==> config.mk <==
export PLATFORM = sky130hd
export DESIGN_NAME = axis_frame_gen
export DESIGN_NICKNAME = d
export VERILOG_FILES = /design/src/rtl/axis_pkg.sv /design/src/rtl/axis_frame_gen.sv
export SDC_FILE = /design/constraint.sdc
export NUM_CORES = 1
export LEC_CHECK = 0
export ABC_AREA = 0
export BUFFER_PORTS_ARGS = -buffer_cell sky130_fd_sc_hd__buf_2
export CORE_MARGIN = 10
export CORE_UTILIZATION = 52
export DETAILED_ROUTE_END_ITERATION = 6
export PLACE_DENSITY = 0.87
export RECOVER_POWER = 50
export REMOVE_ABC_BUFFERS = 1
export SLEW_MARGIN = 10
export SYNTH_ARGS = -nofsm -noshare
export SYNTH_HDL_FRONTEND = slang
export SYNTH_SLANG_ARGS = --single-unit
==> constraint.sdc <==
create_clock -name clk -period 2.8 [get_ports clk]
set_input_delay 0.14 -clock clk [delete_from_list [all_inputs] [get_ports clk]]
set_output_delay 0.14 -clock clk [all_outputs]
set_load 0.05 [all_outputs]
==> src/rtl/axis_pkg.sv <==
// Shared AXI-Stream definitions: FSM state encoding for the frame generator
// and default widths reused across the stream blocks.
package axis_pkg;

    typedef enum logic [1:0] {
        ST_IDLE = 2'd0,
        ST_SEND = 2'd1,
        ST_GAP  = 2'd2,
        ST_DONE = 2'd3
    } gen_state_e;

    localparam int AXIS_TDATA_W_DEF = 32;
    localparam int AXIS_LEN_W_DEF   = 16;
    localparam int AXIS_CNT_W_DEF   = 16;
    localparam int AXIS_GAP_W_DEF   = 8;

endpackage

==> src/rtl/axis_frame_gen.sv <==
// AXI-Stream master producing a configurable number of frames of incrementing
// data, with optional idle gaps between frames. All stream outputs are registered.
module axis_frame_gen
    import axis_pkg::*;
#(
    parameter int C_M_AXIS_TDATA_WIDTH = AXIS_TDATA_W_DEF,
    parameter int LEN_WIDTH            = AXIS_LEN_W_DEF,
    parameter int CNT_WIDTH            = AXIS_CNT_W_DEF,
    parameter int GAP_WIDTH            = AXIS_GAP_W_DEF
) (
    input  logic                            clk,
    input  logic                            rstn,
    input  logic                            start,
    input  logic [LEN_WIDTH-1:0]            cfg_len,
    input  logic [CNT_WIDTH-1:0]            cfg_frames,
    input  logic [GAP_WIDTH-1:0]            cfg_gap,
    input  logic [C_M_AXIS_TDATA_WIDTH-1:0] cfg_seed,
    output logic                            m_axis_tvalid,
    output logic [C_M_AXIS_TDATA_WIDTH-1:0] m_axis_tdata,
    output logic                            m_axis_tlast,
    input  logic                            m_axis_tready,
    output logic                            busy,
    output logic                            done
);

    localparam logic [LEN_WIDTH-1:0]            LEN_ONE  = LEN_WIDTH'(1);
    localparam logic [CNT_WIDTH-1:0]            CNT_ONE  = CNT_WIDTH'(1);
    localparam logic [GAP_WIDTH-1:0]            GAP_ONE  = GAP_WIDTH'(1);
    localparam logic [C_M_AXIS_TDATA_WIDTH-1:0] DATA_ONE = C_M_AXIS_TDATA_WIDTH'(1);

    gen_state_e                      state_q, state_d;
    logic [LEN_WIDTH-1:0]            len_q, len_d;
    logic [CNT_WIDTH-1:0]            frames_q, frames_d;
    logic [GAP_WIDTH-1:0]            gap_q, gap_d;
    logic [LEN_WIDTH-1:0]            beat_idx_q, beat_idx_d;
    logic [CNT_WIDTH-1:0]            frame_idx_q, frame_idx_d;
    logic [GAP_WIDTH-1:0]            gap_cnt_q, gap_cnt_d;
    logic [C_M_AXIS_TDATA_WIDTH-1:0] tdata_q, tdata_d;
    logic                            tvalid_q, tvalid_d;
    logic                            tlast_q, tlast_d;
    logic                            busy_q, busy_d;
    logic                            done_q, done_d;

    logic                            beat_fire;
    logic [LEN_WIDTH-1:0]            beat_nxt;

    assign beat_fire = tvalid_q && m_axis_tready;
    assign beat_nxt  = beat_idx_q + LEN_ONE;

    always_comb begin
        state_d     = state_q;
        len_d       = len_q;
        frames_d    = frames_q;
        gap_d       = gap_q;
        beat_idx_d  = beat_idx_q;
        frame_idx_d = frame_idx_q;
        gap_cnt_d   = gap_cnt_q;
        tdata_d     = tdata_q;
        tvalid_d    = tvalid_q;
        tlast_d     = tlast_q;

        case (state_q)
            ST_IDLE: begin
                if (start) begin
                    // A zero length is promoted to one so len_q-1 never underflows.
                    len_d       = (cfg_len == '0) ? LEN_ONE : cfg_len;
                    frames_d    = cfg_frames;
                    gap_d       = cfg_gap;
                    beat_idx_d  = '0;
                    frame_idx_d = '0;
                    tdata_d     = cfg_seed;
                    if (cfg_frames == '0) begin
                        state_d = ST_DONE;
                    end else begin
                        state_d  = ST_SEND;
                        tvalid_d = 1'b1;
                        tlast_d  = (cfg_len <= LEN_ONE);
                    end
                end
            end

            ST_SEND: begin
                if (beat_fire) begin
                    tdata_d = tdata_q + DATA_ONE;
                    if (tlast_q) begin
                        beat_idx_d  = '0;
                        frame_idx_d = frame_idx_q + CNT_ONE;
                        if (frame_idx_q == frames_q - CNT_ONE) begin
                            tvalid_d = 1'b0;
                            tlast_d  = 1'b0;
                            state_d  = ST_DONE;
                        end else if (gap_q != '0) begin
                            tvalid_d  = 1'b0;
                            tlast_d   = 1'b0;
                            gap_cnt_d = gap_q;
                            state_d   = ST_GAP;
                        end else begin
                            tvalid_d = 1'b1;
                            tlast_d  = (len_q == LEN_ONE);
                        end
                    end else begin
                        beat_idx_d = beat_nxt;
                        tlast_d    = (beat_nxt == len_q - LEN_ONE);
                    end
                end
            end

            ST_GAP: begin
                if (gap_cnt_q == GAP_ONE) begin
                    gap_cnt_d = '0;
                    tvalid_d  = 1'b1;
                    tlast_d   = (len_q == LEN_ONE);
                    state_d   = ST_SEND;
                end else begin
                    gap_cnt_d = gap_cnt_q - GAP_ONE;
                end
            end

            ST_DONE: begin
                state_d = ST_IDLE;
            end

            default: begin
                state_d  = ST_IDLE;
                tvalid_d = 1'b0;
                tlast_d  = 1'b0;
            end
        endcase

        busy_d = (state_d == ST_SEND) || (state_d == ST_GAP);
        done_d = (state_d == ST_DONE);
    end

    always_ff @(posedge clk or negedge rstn) begin
        if (!rstn) begin
            state_q     <= ST_IDLE;
            len_q       <= '0;
            frames_q    <= '0;
            gap_q       <= '0;
            beat_idx_q  <= '0;
            frame_idx_q <= '0;
            gap_cnt_q   <= '0;
            tdata_q     <= '0;
            tvalid_q    <= 1'b0;
            tlast_q     <= 1'b0;
            busy_q      <= 1'b0;
            done_q      <= 1'b0;
        end else begin
            state_q     <= state_d;
            len_q       <= len_d;
            frames_q    <= frames_d;
            gap_q       <= gap_d;
            beat_idx_q  <= beat_idx_d;
            frame_idx_q <= frame_idx_d;
            gap_cnt_q   <= gap_cnt_d;
            tdata_q     <= tdata_d;
            tvalid_q    <= tvalid_d;
            tlast_q     <= tlast_d;
            busy_q      <= busy_d;
            done_q      <= done_d;
        end
    end

    assign m_axis_tvalid = tvalid_q;
    assign m_axis_tdata  = tdata_q;
    assign m_axis_tlast  = tlast_q;
    assign busy          = busy_q;
    assign done          = done_q;

endmodule

# == Word level (Yosys, flattened, before mapping) ==
# Cells that the tools add are included.
# classes
add_sub_neg,6
order_cmp,1
eq_ne,17
muxes,41
reduce_logical,15
# op_table
operator,n
16-bit two-way mux,6
32-bit two-way mux,2
16-bit case mux with 2 select lines,2
32-bit case mux with 2 select lines,1
8-bit two-way mux,5
16-bit by 1-bit adder with 16-bit output (second input constant),2
32-bit by 1-bit adder with 32-bit output (second input constant),1
16-bit == test,2
16-bit logical NOT,2
16-bit by 1-bit subtractor with 16-bit output (second input constant),2
16-bit by 1-bit == test with 1-bit output (second input constant),1
16-bit by 1-bit <= comparator with 1-bit output (second input constant),1
8-bit case mux with 2 select lines,1
1-bit two-way mux,14
2-bit two-way mux,7
2-bit != test (second input constant),7
5-bit AND reduction,2
2-bit == test (second input constant),4
8-bit by 1-bit == test with 1-bit output (second input constant),1
2-bit case mux with 4 select lines,1
8-bit nonzero test,1
8-bit by 1-bit subtractor with 8-bit output (second input constant),1
1-bit case mux with 3 select lines,2
6-bit AND reduction,1
other kinds (9),11
# totals
ff_bits,118
input_bits,76
out_inout_bits,36
elab_cells,92

# == Longest topological paths before layout ==
# Gate-level depths: netlist of the first run.
# depth
depth_word,8
ltp_mapped,11
depth_no_buf,11

# == Worst setup path after synthesis of the first run ==
# OpenSTA, ideal clock, no wires.
# synth_timing
kind,register to register
from,register frames_q[0]
to,"register busy_q, in the netlist busy"
setup_ps,126
arrival_ps,2659
required_time_ps,2674
setup_slack_ps,15
path_stages_with_launch,12
n_path_buf,0
period_less_slack_ps,2785
cell_sequence,dfrtp_1 > inv_1 > ha_1 > or4b_1 > nor4_1 > xnor2_1 > nor2_1 > and4bb_2 > nand4b_1 > nand3_1 > a221o_1 > ha_1
# synth_via
elab_chain_cells,8
elab_cells_between_ends,9
# synth_lines
element,line_no,rtl
"start, declared",axis_frame_gen.sv:33,"logic [CNT_WIDTH-1:0] frames_q, frames_d;"
"start signal, assigned",axis_frame_gen.sv:151,frames_q <= frames_d;
16-bit by 1-bit subtractor with 16-bit output (*),axis_frame_gen.sv:88,if (frame_idx_q == frames_q - CNT_ONE) begin
16-bit == test (*),axis_frame_gen.sv:88,
2-bit two-way mux (*),axis_frame_gen.sv:88,
2-bit two-way mux (*),axis_frame_gen.sv:85,if (tlast_q) begin
2-bit two-way mux (*),axis_frame_gen.sv:83,if (beat_fire) begin
2-bit case mux with 4 select lines (*),axis_frame_gen.sv:62,case (state_q)
named net state_d[1],axis_frame_gen.sv:31,"gen_state_e state_q, state_d;"
2-bit by 1-bit == test with 1-bit output / 2-bit == test (equally long branches),axis_frame_gen.sv:130,busy_d = (state_d == ST_SEND) || (state_d == ST_GAP);
1-bit logical OR (*),axis_frame_gen.sv:130,
named net busy_d,axis_frame_gen.sv:41,"logic busy_q, busy_d;"
"end signal, assigned",axis_frame_gen.sv:159,busy_q <= busy_d;
"end, declared",axis_frame_gen.sv:41,
# Mark *: on every way through the listed nets, which the timed path passes. The rest lies on a longest branch.
# A chain may end at the register's enable or synchronous reset.

# == Final worst setup path of the first run ==
# Same ends and word-level chain as after synthesis.

==> results of run 1 <==
sequential cells by signal, summed over array words and instances (netlist names), 2 cells and up:
signal        cells
gap_cnt_q         8
m_axis_tdata     32
frames_q         16
gap_q             8
frame_idx_q      16
len_q            16
state_q           2
beat_idx_q       16
cell usage in the layout (no fill, tap or decap), types with 16 or more instances in the layout:
cell	synthesis	routed
inv_1	20	20
o22ai_1	32	30
nor3_1	20	19
nand3_1	41	41
a21oi_1	51	49
clkbuf_1	30	19
buf_4	0	40
nor2_1	55	51
dfrtp_1	118	117
dlygate4sd3_1	0	38
clkbuf_16	0	17
mux2i_1	17	17
and3_1	17	16
mux2_2	40	40
nand2_1	64	63
o21ai_0	46	43
buf_2	1	97
xor2_1	22	22
nor4_1	18	16
xnor2_1	49	48
report_power, final:
part	internal [W]	leakage [nW]	total, W	switching (W)
Combinational	0.000199	2.45	0.000469	0.000270
Clock	0.00128	0.260	0.00201	0.000731
Sequential	0.00177	1.58	0.00185	0.0000881
Total	0.00325	4.29	0.00434	0.00109
cell usage after synthesis (5+ instances only):
library cell | instances | share of area, %
o31ai_1 | 10 | 1.0
o2bb2ai_1 | 5 | 0.61
buf_1 | 7 | 0.36
or3_1 | 8 | 0.69
clkbuf_1 | 30 | 1.6
and3_1 | 17 | 1.5
nand2b_1 | 6 | 0.52
nor2_1 | 55 | 2.9
dfrtp_1 | 118 | 41
nand4_1 | 12 | 1.0
xnor2_1 | 49 | 5.9
nand2_1 | 64 | 3.3
nor4_1 | 18 | 1.6
a31oi_1 | 7 | 0.61
ha_1 | 13 | 2.3
nor3_1 | 20 | 1.4
inv_1 | 20 | 1.0
nor4b_1 | 6 | 0.73
o21ai_0 | 46 | 3.2
o22ai_1 | 32 | 2.8
nand3_1 | 41 | 2.8
mux2_2 | 40 | 6.2
a21oi_1 | 51 | 3.5
nor2b_1 | 6 | 0.52
xor2_1 | 22 | 2.7
mux2i_1 | 17 | 2.4
cell type report:
type / count / area, um2
multi-input cells: 607 / 4170
fillers: 976 / 4140
flip-flops and latches: 118 / 2950
repair buffers: 196 / 1310
clock buffers: 23 / 448
well taps: 176 / 220
clock inverters: 6 / 80.1
inverters: 20 / 75.1
metal layers:
layer,wire length [um],vias up
met5,0,-
met4,505,0
met3,1660,52
met2,10500,331
met1,8310,3363
li1,-,3230
cell families (layout without fill, tap and decap cells):
kind of cell / after synthesis / after routing / share of synthesized area (%)
and+or+nand+nor: 281 / 281 / 20.6
adders and majority gates: 13 / 13 / 2.26
DFF: 118 / 118 / 40.9
AOI/OAI and AO/OA: 184 / 184 / 15.6
xor gates and xnor gates: 71 / 71 / 8.62
muxes: 58 / 58 / 8.79
buffers and inverters: 59 / 245 / 3.19
worst min path at each step:
stage,end,slack (ns)
2_1_floorplan,beat_idx_q[0],-0.16
3_3_place_gp,len_q[3],0.17
3_5_place_dp,len_q[2],0.17
4_1_cts,len_q[8],0.002
5_1_grt,len_q[8],0.005
6_report,len_q[8],0.008
per-stage QoR:
step           std cells  hold WS [ns]  util (%)  setup WS [ns]  instance area [um2]
2_1_floorplan        745        -0.156         -          -2.12                 7060
3_3_place_gp        1073         0.165      61.0        0.00797                 8180
3_5_place_dp        1073         0.170      61.0         -0.116                 8180
4_1_cts             1142       0.00203      68.3       -0.00467                 9150
5_1_grt             1146       0.00467      69.1         -0.229                 9260
6_report            1146       0.00840      69.1         -0.138                 9260
what timing repair did:
item | CTS | global route
hold endpoints to repair | 79 | 0
setup buffers | 2 | 4
endpoints found under the setup margin | 3 | 11
gates resized for setup | 13 | 20
pin swaps | 8 | 15
hold buffers | 38 | 0
==> impl_metrics.ini, run 1 <==
[worst_hold_path]
hold_depth = 2
min_path_type = input port to register
hp-start = cfg_len[8]

[drt]
ant_nets = 0
num_vias = 6976
drc = 0
wl_um = 20900
wire_per_inst_um = 18.3
drtPass1Iterations = 5
routed_via_density = 6.09
drtIter0Drc = 577

[critical_path]
worstSetupPathDepth = 12
critPathArrivalTime_ns = 3.24
cp-endpoint = busy
cp.required_ns = 3.11
slowest_stage = or4b_4
cp_cell_sequence = inv_1 -> ha_2 -> or4b_4 -> buf_6 -> o21ai_2 -> o211ai_1 -> a22oi_1 -> o21ai_1 -> nand4b_1 -> nand3_1 -> a221o_1 -> ha_1
cpPeakStageDelay_ns = 0.50
crit_path_end_kind = register
rrSetupSlack_ns = -0.14
critPathBufInv = 2
startpoint_type = register
criticalPathCategory = register to register
path_delay_family = compound AO/OA/AOI/OAI gates
r2r_end = busy
cp-startpoint = frames_q[0]
ff2ff_path_depth = 12
cp_max_fo = 4
r2r-start = frames_q[0]

[final_layout]
area_growth_pct = 28.4
nNetsFinal = 1049
antenna_cells = 0
drive_gt1_share_pct = 25.7

[global_routing]
grt_pass1_vias = 6664
antenna_found_initial = 0
overflow = 0
grtUsageMet1_pct = 26.4
grt_usage_pct = 21.6
met3_usage_pct = 5.83
grt.met2_usage_pct = 36.4
busiest_layer = met2
grt_start_max_net_pins = 77
grt_first_pass_wirelength_um = 33100

[die]
die_w_um = 138
ios = 112
fp.dieArea_um2 = 19000
start_util_pct = 53.8
die_y_um = 138
coreArea_um2 = 13400
num_rows = 42

[sta]
relSlewSlack_pct = 29.0
setup_viol = 6
tns_ns = -0.344
layout_setup_ws_ns = -0.138
clock.fmax_ghz = 0.340
fin_crit_ns = 2.94
tightest_slew_ns = 1.06
finalCritPeriodShare_pct = 105
skew_ns = 0.0132
rsz0062_at_grt = yes
drv_slew = 0
finalHoldViolCount = 0

[yosys]
synthCells = 784
ys_seq_area_share_pct = 40.9
synthFlopType = dfrtp_1
synth-edff-count = 0
async_flop_share_pct = 100
syn_avg_cell_area_um2 = 9.20
ys_ff_latch = 118
synth_area_um2 = 7210
ys_warn_count = 0
synthDistinctLibCells = 61

[status]
outcome = complete, but fails checks
violations = setup timing

[clock_network]
cts_buffers = 17
cts_tree = yes
root_buffer = clkbuf_16
cts_sinks = 118
htreeDepth = 4
clk-insertion-delay-late_ns = 0.42
path_clk_slew_ns = 0.06
clockBufferDepth = 2

[power_and_ir_drop]
p_leak_nw = 4.29
p_total_w = 0.00434
p_per_area_nw_per_um2 = 468
ir_drop_uv = 448

[place]
portBuffers = 111
gp_congestion = 0.897
dp_hpwl_um = 13800

[flow_run]
drv_cap = 0
Note: power is estimated with default switching activity, not from simulation.
==> inputs of run 2 (changes only) <==
CORE_MARGIN = 2   (was 10)
SKIP_CTS_REPAIR_TIMING = 1   (was default)
==> impl_metrics.ini, run 2 (synthesis results as in run 1) <==
[status]
outcome = complete, but fails checks
violations = hold timing, capacitance limit, slew limit, setup timing

[drt]
routed.top_layer = met4
ant_nets = 0
wire_per_inst_um = 17.1
drc = 0
wl_um = 19700
wl_met2_um = 9680
drtIter0Drc = 579
drtPass1Iterations = 6
num_vias = 6981
met3_length_um = 1620
routed_via_density = 6.08
wirelength_met1_um = 7900

[sta]
rsz0062_at_grt = yes
layout_setup_ws_ns = -0.194
relSlewSlack_pct = -35.6
drv_slew = 37
fin_crit_ns = 2.99
setup_viol = 5
finalCritPeriodShare_pct = 107
tightest_slew_ns = 2.03
finalHoldViolCount = 1
clock.fmax_ghz = 0.334
skew_ns = 0.0118
whs_ns = -0.00423

[final_layout]
largest_reg_flops = 32
area_growth_pct = 27.3
drive_gt1_share_pct = 24.7
antenna_cells = 0
fin_area_um2 = 9180
nNetsFinal = 1044
layout_common_cells = dfrtp_1, buf_2, nand2_1, nor2_1, a21oi_1
final_common_cell = dfrtp_1

[die]
ios = 112
die_y_um = 122
num_rows = 43
start_util_pct = 52.6
die_w_um = 122
coreArea_um2 = 13700
fp.dieArea_um2 = 14800

[critical_path]
cp_max_fo = 6
cp.required_ns = 3.10
criticalPathCategory = register to register
crit_path_end_kind = register
critPathArrivalTime_ns = 3.30
startpoint_type = register

[place]
post_dp_cell_area_um2 = 8150
dp_hpwl_um = 12900
gp_congestion = 0.928
post-place-ws_ns = -0.158
portBuffers = 111

[clock_network]
root_buffer = clkbuf_16
cts_sinks = 118
cts_tree = yes
cts_buffers = 17
htreeDepth = 4
clockBufferDepth = 2
path_clk_slew_ns = 0.05
clk-insertion-delay-late_ns = 0.43

[power_and_ir_drop]
p_per_area_nw_per_um2 = 474
p_total_w = 0.00435
p_leak_nw = 4.23
ir_drop_uv = 599

[global_routing]
grt_start_max_net_pins = 84
grt_usage_pct = 25.3
antenna_found_initial = 0
grt_first_pass_wirelength_um = 29800
overflow = 0
grt_pass1_vias = 6287

[flow_run]
drv_cap = 1

[worst_hold_path]
min_path_type = input port to register
run 2: worst paths after layout:
path / start / end / slack [ns] / cells past startpoint
max: frames_q[5] / busy / -0.19 / 9
min: cfg_seed[6] / m_axis_tdata[6] / -0.004 / 3
max reg2reg: frames_q[5] / busy / -0.19 / 9
min reg2reg: gap_cnt_q[6] / gap_cnt_q[6] / 0.52 / 1
max in group asynchronous: rstn / done / 0.39 / 3
min in group asynchronous: rstn / frames_q[8] / 0.84 / 2
run 2: per-layer routing:
layer | global-route usage, % | vias to the layer above
li1 | - | 3224
met1 | 32.3 | 3358
met2 | 41.6 | 348
met3 | 6.65 | 51
met4 | 9.34 | 0
met5 | 0 | -
run 2: worst max-delay path: stages (launching register included):
cell and delay (ns):
dfrtp_1 0.38, or4_4 0.62, o31ai_1 0.31, nor4b_2 0.30, nand3_1 0.12, and4bb_2 0.31, nand4b_1 0.18, o21a_1 0.27
a21oi_1 0.14, ha_1 0.24
run 2: cell type report:
class,count,area [um2]
tap,180,225
timing repair buffer,191,1260
clock inverter,9,77.6
sequential,118,2950
clock buffer,23,468
fill,1037,4540
multi-input combinational,607,4130
inverter,20,75.1
run 2: per-stage QoR:
stage	setup TNS [ns]	std cells	utilization, %
floorplan	-73.94	745	-
global placement	-0.00161	1072	59.4
detailed placement	-0.321	1072	59.4
CTS	-0.381	1104	63.4
global route	-7.94	1148	66.9
finish	-0.296	1148	66.9
run 2: power by group:
group,total (W),internal (W),switching (W)
sequential,0.00185,0.00177,0.0000890
combinational,0.000480,0.000201,0.000279
clock,0.00202,0.00125,0.000766
total,0.00435,0.00322,0.00113
==> inputs of run 3 (changes only) <==
HOLD_SLACK_MARGIN = 0.03   (was default)
clock period = 2.5 ns   (was 2.8 ns; I/O delays follow)
==> impl_metrics.ini, run 3 (synthesis results as in run 1) <==
[status]
violations = setup timing
outcome = complete, but fails checks

[drt]
routed_via_density = 6.03
num_vias = 7221
drc = 0
wire_per_inst_um = 17.6
ant_nets = 0
wl_met2_um = 10300
wirelength_met1_um = 8680
wl_um = 21100
drtPass1Iterations = 7
met3_length_um = 1600
drtIter0Drc = 743
routed.top_layer = met4

[die]
die_w_um = 122
start_util_pct = 52.6
fp.dieArea_um2 = 14800
coreArea_um2 = 13700
num_rows = 43
ios = 112
die_y_um = 122

[global_routing]
antenna_found_initial = 0
grt_start_max_net_pins = 68
grt_usage_pct = 25.9
overflow = 0
grt_pass1_vias = 6348
grt_first_pass_wirelength_um = 30500

[final_layout]
antenna_cells = 0
drive_gt1_share_pct = 28.9
largest_reg_flops = 32
fin_util_pct = 70.6
nNetsFinal = 1096
area_growth_pct = 34.3
layout_common_cells = dfrtp_1, buf_2, buf_4, nand2_1, nor2_1
final_common_cell = dfrtp_1

[sta]
layout_setup_ws_ns = -0.552
finalCritPeriodShare_pct = 122
setup_viol = 14
drv_slew = 0
finalHoldViolCount = 0
rsz0062_at_grt = yes
tightest_slew_ns = 1.06
fin_crit_ns = 3.05
whs_ns = 0.00262
skew_ns = 0.00858
relSlewSlack_pct = 29.7
clock.fmax_ghz = 0.328

[place]
portBuffers = 111
gp_congestion = 0.952
dp_hpwl_um = 13000
post-place-ws_ns = -0.479

[flow_run]
drv_cap = 0

[power_and_ir_drop]
p_per_area_nw_per_um2 = 516
ir_drop_uv = 481
p_leak_nw = 4.54

[critical_path]
critPathArrivalTime_ns = 3.35
criticalPathCategory = register to register
crit_path_end_kind = register
cp.required_ns = 2.80
startpoint_type = register
cp_max_fo = 4

[worst_hold_path]
min_path_type = input port to register

[clock_network]
cts_buffers = 17
clk-insertion-delay-late_ns = 0.42
cts_tree = yes
root_buffer = clkbuf_16
cts_sinks = 118
clockBufferDepth = 2
path_clk_slew_ns = 0.05
htreeDepth = 4
==> run 3: cell count changes in the layout (fill, tap and decap cells not counted), sizes merged <==
cell,before,now
buf,135,181
bufinv,1,2
clkinv,5,2
clkinvlp,3,0
dlygate4sd3,40,49
==> run 3: area by class of cell <==
class	instances	area [um2]
Sequential cell	118	2950
Timing Repair Buffer	243	1690
Clock inverter	4	70.1
Tap cell	180	225
Multi-Input combinational cell	607	4190
Clock buffer	26	489
Fill cell	938	4030
Inverter	20	75.1
==> run 3: worst paths after layout <==
path	from	endpoint	slack, ns	cells after the start
min in group asynchronous	rstn	frames_q[2]	0.43	2
hold / removal	cfg_seed[16]	m_axis_tdata[16]	0.003	3
hold reg to reg	gap_cnt_q[6]	gap_cnt_q[6]	0.50	1
max in group asynchronous	rstn	m_axis_tdata[28]	0.67	3
setup / recovery	frames_q[1]	busy	-0.55	12
setup reg to reg	frames_q[1]	busy	-0.55	12
==> run 3: where the power goes <==
part,switching (W),total (W),internal (W)
clock network,0.000826,0.00236,0.00153
registers,0.000105,0.00208,0.00198
logic,0.000320,0.000562,0.000241
==> run 3: metrics by stage <==
step | TNS (ns) | instances | cell area (um2) | power, W
final | -4.67 | 1198 | 9690 | 0.00500
after CTS | -4.05 | 1139 | 9000 | 0.00494
after global routing | -5.89 | 1198 | 9690 | 0.00517
after floorplan | -90.72 | 745 | 7060 | 0.00237
after global placement | -1.85 | 1109 | 8440 | 0.00257
after detailed placement | -3.62 | 1109 | 8440 | 0.00258
==> run 3: worst max-delay path: stages (launching register included) <==
cell      delay (ns)
dfrtp_1         0.39
inv_1           0.07
ha_2            0.19
or4b_4          0.50
buf_6           0.16
o21ai_2         0.14
o211ai_1        0.11
a22oi_1         0.19
o21ai_1         0.13
nand4b_1        0.21
nand3_2         0.14
a221o_1         0.42
ha_1            0.28
==> run 3: per-layer routing <==
metal  up-vias  global-route usage, %
met2       384                   42.9
met1      3456                   33.6
li1       3324                      -
met5         -                      0
met4         0                   8.84
met3        57                   5.99
